### config.mk
export PLATFORM = sky130hd
export DESIGN_NAME = matprod_stage_sequencer
export DESIGN_NICKNAME = d
export VERILOG_FILES = /design/src/rtl/matprod_stage_sequencer.sv
export SDC_FILE = /design/constraint.sdc
export NUM_CORES = 1
export LEC_CHECK = 0
export CORE_ASPECT_RATIO = 0.7
export CORE_UTILIZATION = 47
export CTS_CLUSTER_SIZE = 16
export DETAILED_ROUTE_END_ITERATION = 16
export PLACE_DENSITY = 0.77
export SLEW_MARGIN = 5
export SYNTH_ARGS = -nofsm -noshare
export SYNTH_HDL_FRONTEND = slang
export SYNTH_SLANG_ARGS = --single-unit
### constraint.sdc
create_clock -name ap_clk -period 3.1 [get_ports ap_clk]
set_clock_uncertainty 0.15 [all_clocks]
set_input_delay 0.775 -clock ap_clk [delete_from_list [all_inputs] [get_ports ap_clk]]
set_output_delay 0.775 -clock ap_clk [all_outputs]
set_load 0.005 [all_outputs]
### src/rtl/matprod_stage_sequencer.sv
// Runs the enabled matprod sub-blocks in order over ap_ctrl_hs, with per-stage/total cycle counters and a watchdog.
// Stage handoff is bubble-free; ap_done holds until ap_continue, and ap_start is only accepted in IDLE.
module matprod_stage_sequencer #(
    parameter int NUM_STAGES     = 4,
    parameter int CNT_W          = 32,
    parameter int TIMEOUT_CYCLES = 0,
    localparam int IDX_W         = (NUM_STAGES > 1) ? $clog2(NUM_STAGES) : 1
) (
    input  logic                        ap_clk,
    input  logic                        ap_rst,
    input  logic                        ap_start,
    input  logic [NUM_STAGES-1:0]       stage_mask,
    input  logic                        ap_continue,
    output logic                        ap_idle,
    output logic                        ap_ready,
    output logic                        ap_done,
    output logic [NUM_STAGES-1:0]       stage_start,
    input  logic [NUM_STAGES-1:0]       stage_done,
    output logic [NUM_STAGES*CNT_W-1:0] stage_cycles,
    output logic [CNT_W-1:0]            total_cycles,
    output logic                        error,
    output logic [IDX_W-1:0]            err_stage
);

    localparam logic [1:0]       S_IDLE   = 2'd0;
    localparam logic [1:0]       S_RUN    = 2'd1;
    localparam logic [1:0]       S_DONE   = 2'd2;
    localparam logic [CNT_W-1:0] TO_LIMIT = CNT_W'(TIMEOUT_CYCLES);
    localparam logic [CNT_W-1:0] CNT_MAX  = '1;

    logic [1:0]            r_state;
    logic [NUM_STAGES-1:0] r_mask;
    logic [NUM_STAGES-1:0] r_stage_start;
    logic [IDX_W-1:0]      r_idx;
    logic [IDX_W-1:0]      r_err_stage;
    logic                  r_ready;
    logic                  r_error;
    logic [CNT_W-1:0]      r_cycles [NUM_STAGES];
    logic [CNT_W-1:0]      r_total;

    logic [IDX_W-1:0]      w_first_idx;
    logic [IDX_W-1:0]      w_next_idx;
    logic                  w_first_vld;
    logic                  w_next_vld;
    logic                  w_cur_done;
    logic                  w_timeout;
    logic [CNT_W-1:0]      w_cur_cnt_nxt;
    logic [CNT_W-1:0]      w_total_nxt;

    function automatic logic [NUM_STAGES-1:0] f_onehot(input logic [IDX_W-1:0] idx);
        f_onehot      = '0;
        f_onehot[idx] = 1'b1;
    endfunction

    // Descending scan so the last hit is the lowest qualifying index.
    always_comb begin
        w_first_idx = '0;
        w_first_vld = 1'b0;
        w_next_idx  = '0;
        w_next_vld  = 1'b0;
        for (int i = NUM_STAGES - 1; i >= 0; i--) begin
            if (stage_mask[i]) begin
                w_first_idx = IDX_W'(i);
                w_first_vld = 1'b1;
            end
            if (r_mask[i] && (i > int'(r_idx))) begin
                w_next_idx = IDX_W'(i);
                w_next_vld = 1'b1;
            end
        end
    end

    assign w_cur_done    = stage_done[r_idx];
    assign w_cur_cnt_nxt = (r_cycles[r_idx] == CNT_MAX) ? CNT_MAX : r_cycles[r_idx] + 1'b1;
    assign w_total_nxt   = (r_total == CNT_MAX) ? CNT_MAX : r_total + 1'b1;
    // A done arriving on the limit cycle takes priority over the abort.
    assign w_timeout     = (TIMEOUT_CYCLES != 0) && (w_cur_cnt_nxt >= TO_LIMIT) && !w_cur_done;

    always_ff @(posedge ap_clk) begin
        if (ap_rst) begin
            r_state       <= S_IDLE;
            r_mask        <= '0;
            r_stage_start <= '0;
            r_idx         <= '0;
            r_err_stage   <= '0;
            r_ready       <= 1'b0;
            r_error       <= 1'b0;
            r_total       <= '0;
            for (int i = 0; i < NUM_STAGES; i++) begin
                r_cycles[i] <= '0;
            end
        end else begin
            r_ready <= 1'b0;
            case (r_state)
                S_IDLE: begin
                    if (ap_start) begin
                        r_ready     <= 1'b1;
                        r_mask      <= stage_mask;
                        r_error     <= 1'b0;
                        r_err_stage <= '0;
                        r_total     <= '0;
                        for (int i = 0; i < NUM_STAGES; i++) begin
                            r_cycles[i] <= '0;
                        end
                        if (w_first_vld) begin
                            r_state       <= S_RUN;
                            r_idx         <= w_first_idx;
                            r_stage_start <= f_onehot(w_first_idx);
                        end else begin
                            r_state <= S_DONE;
                        end
                    end
                end
                S_RUN: begin
                    r_cycles[r_idx] <= w_cur_cnt_nxt;
                    r_total         <= w_total_nxt;
                    if (w_cur_done) begin
                        if (w_next_vld) begin
                            r_idx         <= w_next_idx;
                            r_stage_start <= f_onehot(w_next_idx);
                        end else begin
                            r_state       <= S_DONE;
                            r_stage_start <= '0;
                        end
                    end else if (w_timeout) begin
                        r_error       <= 1'b1;
                        r_err_stage   <= r_idx;
                        r_state       <= S_DONE;
                        r_stage_start <= '0;
                    end
                end
                S_DONE: begin
                    if (ap_continue) begin
                        r_state <= S_IDLE;
                    end
                end
                default: begin
                    r_state       <= S_IDLE;
                    r_stage_start <= '0;
                end
            endcase
        end
    end

    assign ap_idle      = (r_state == S_IDLE);
    assign ap_done      = (r_state == S_DONE);
    assign ap_ready     = r_ready;
    assign stage_start  = r_stage_start;
    assign total_cycles = r_total;
    assign error        = r_error;
    assign err_stage    = r_err_stage;

    for (genvar g = 0; g < NUM_STAGES; g++) begin : g_cyc
        assign stage_cycles[g*CNT_W +: CNT_W] = r_cycles[g];
    end

endmodule
==> impl_metrics.toml <==
[drt]
wl_per_cell_um = 18.9
first_pass_iters = 5
drt_iter0_drc = 711
drc = 0
antenna_left = 0
via_per_inst = 5.79
vias = 7270
wl_um = 23700

[critical_path]
cp-end-kind = "flip-flop"
worstSetupStartpointType = "flip-flop"
slowest_delay_ns = 0.57
reg2reg_depth = 8
arrival_ns = 2.95
r2r-end = "r_cycles[0][25]"
path_delay_family = "simple AND/OR/NAND/NOR gates"
ff2ff_setup_slack_ns = 0.17
timing.critical_path.buf_inv = 2
worstPathCellList = "buf_8 > mux4_2 > nand4_1 > buf_4 > nor3_2 > nand4_1 > a21oi_1 > nor2_1"
path_class = "flip-flop to flip-flop"
crit_slowest_cell = "nor3_2"
cp_common_cell = "nand4_1"
cp_max_fo = 15
crit_required_ns = 3.11

[sta]
setup_ws_ns = 0.167
max_clock_freq_ghz = 0.341
relSlewSlack_pct = 56.4
worst_slew_pin_slew_ns = 0.650
rsz0062_at_grt = "no"
slew_violations = 0
setup_viol_count_final = 0
tns_ns = 0
finalCritPeriodShare_pct = 94.6
min_period_ns = 2.93
hold_viol_final = 0

[finish]
nFillCells = 1433
drive_gt1_share_pct = 14.0
area_delta_synth_final_pct = 32.6
n_antenna_cell = 0
fin_util_pct = 63.9
fin_nets = 1021
fin_cells = 1256

[min_path]
whs_endpoint = "r_mask[1]"
hold_depth = 2
min-delay-start = "r_mask[1]"
hp-class = "flip-flop to flip-flop"

[global_routing]
grt_antenna_before_repair = 0
grt_max_degree = 33
grt_usage_pct = 25.4
grt_pass1_vias = 6679
grt_pass1_wl_um = 36500
grt_overflow = 0

[clock_network]
cts_setup_buffers = 0
clock-sinks = 174
cts_hold_buf = 0
cts_root_buf = "clkbuf_16"
h-tree-depth = 4
cts_tree = "done"
clk_pin_slew_ns = 0.07
clock_path_buffers = 2
clock_latency_ns = 0.43
post_cts_resized = 0
cts_buffers = 17

[floorplanning]
core_um2 = 18100
rows = 41
die_w_um = 165
dieArea_um2 = 19100
start_util_pct = 48.2
ioPinCount = 182
fp.dieH_um = 116

[place]
io_buffers = 178
pre_cts_slack_ns = 0.0467
dp.cells = 1224
globalplace.congestion = 0.869
dpl.hpwl_um = 16500

[status]
status = "finished clean"

[power_and_ir_drop]
powerDensity_nw_per_um2 = 533
internal_power_w = 0.00449
peakVddDrop_v = 0.000345
power.total_w = 0.00615
pwr-share-clk_pct = 34.6
power.leakage_nw = 4.08
switchingPower_w = 0.00167
sw_frac_of_total_pct = 27.1
p_seq_share_pct = 46.0
pwr-share-comb_pct = 19.4

[synthesis]
synth_simple_gate_area_share_pct = 21.1
netlist_top_cells_area = "edfxtp_1, dfxtp_1, mux4_2"
synth_cells = 814
async_flop_share_pct = 0
synth_cell_type_count = 60
synth_top_family_by_area = "simple AND/OR/NAND/NOR gates"
synthesis.area_um2 = 8710
yosys_warnings = 0
yosys.area_share.adder_pct = 0.287
synth_area_leader_cell = "edfxtp_1"
avgSynthCellArea_um2 = 10.7
synth-seq-area-share_pct = 54.7
synth_compound_area_share_pct = 9.47
synth_enable_flop_cells = 128
synth_xor_area_share_pct = 1.41
synth-seq-cells = 174
yosysTopAreaCellShare_pct = 44.1
synthFlopType = "edfxtp_1"
muxShareOfSynthArea_pct = 9.22

[job]
cap_viol_max_count = 0
worst register-to-register path: cells and delay by family, from the launching register on:
family / cells / cell delay [ns]
AO/OA/AOI/OAI: 1 / 0.36
AND/OR/NAND/NOR: 4 / 0.98
flip-flops: 1 / 0.34
multiplexers: 1 / 0.46
buffers and inverters: 2 / 0.38
registers in the layout, summed over array words and instances, names as in the netlist, named ones only:
| name | count |
|---|---|
| r_idx | 2 |
| r_cycles | 128 |
| r_state | 2 |
| r_mask | 3 |
| ap_ready | 1 |
| total_cycles | 32 |
| stage_start | 4 |
worst max path at each step:
stage,from,endpoint,cells after the start
after floorplan,ap_rst,r_cycles[1][0],6
after global placement,flip-flop,r_cycles[0][4],8
after detailed placement,flip-flop,r_cycles[2][11],9
after CTS,flip-flop,r_cycles[2][11],9
after global routing,flip-flop,r_cycles[0][25],8
final,flip-flop,r_cycles[0][25],8
layer usage:
metal,track usage [%],vias up,routed length (um)
met5,0,-,0
li1,-,3376,-
met3,6.34,32,2340
met2,37.6,371,10500
met4,7.58,0,455
met1,36.8,3491,10500
cells by family after synthesis:
group,after synthesis
AND/OR/NAND/NOR,372
adder cells (fa/ha/maj),2
flip-flops,174
other,1
buffers and inverters,67
XOR/XNOR,14
AO/OA/AOI/OAI,145
multiplexers,39
power groups by stage:
| stage | sequential, W | clock, W | combinational [W] |
|---|---|---|---|
| detailed placement | 0.00288 | 0 | 0.00117 |
| global placement | 0.00287 | 0 | 0.00116 |
| floorplan | 0.00285 | 0 | 0.000602 |
| finish | 0.00283 | 0.00213 | 0.00119 |
| global route | 0.00285 | 0.00224 | 0.00129 |
| CTS | 0.00283 | 0.00215 | 0.00118 |
final cells by class:
class	count	area [um2]	share of cell area, %
clock buffer	17	425	3.68
clock inverter	15	159	1.38
inverter	19	71.3	0.618
multi-input combinational	575	3660	31.7
sequential	174	4770	41.3
tap	236	295	2.56
timing repair buffer	220	2170	18.8
per-stage QoR:
step                cell area (um2)  hold WS [ns]
floorplan                      8720         0.287
global placement              10900         0.294
detailed placement            10900         0.310
CTS                           11500         0.320
global route                  11500         0.358
finish                        11500         0.320
layout by cell type, fill, tap and decap left out, types with 17 or more instances in the layout:
master	count
dfxtp_1	45
nand4_1	19
buf_4	35
nor2_1	165
o21ai_0	61
nand3_1	18
nand2_1	60
mux4_2	33
clkdlybuf4s50_1	178
edfxtp_1	128
inv_1	19
a21oi_1	44
nor3_1	19
clkbuf_16	17
cell usage after synthesis, drive strengths merged (2+ instances only):
| library cell | count |
|---|---|
| nand2b | 8 |
| nand3b | 2 |
| xor2 | 7 |
| nand2 | 60 |
| o211ai | 3 |
| nand3 | 20 |
| and2 | 15 |
| nor2 | 173 |
| ha | 2 |
| xnor2 | 7 |
| nand4 | 20 |
| a21o | 2 |
| o21a | 2 |
| a21boi | 2 |
| nor3 | 23 |
| mux4 | 33 |
| mux2i | 6 |
| a31o | 8 |
| o31ai | 3 |
| and4 | 9 |
| clkbuf | 34 |
| dfxtp | 46 |
| and3 | 12 |
| inv | 19 |
| nor4 | 11 |
| o21ai | 61 |
| or4 | 3 |
| a41oi | 2 |
| a22oi | 2 |
| buf | 14 |
| a31oi | 11 |
| edfxtp | 128 |
| or3 | 5 |
| a21oi | 45 |
| nor2b | 6 |
Power figures use the tool's default switching activity.
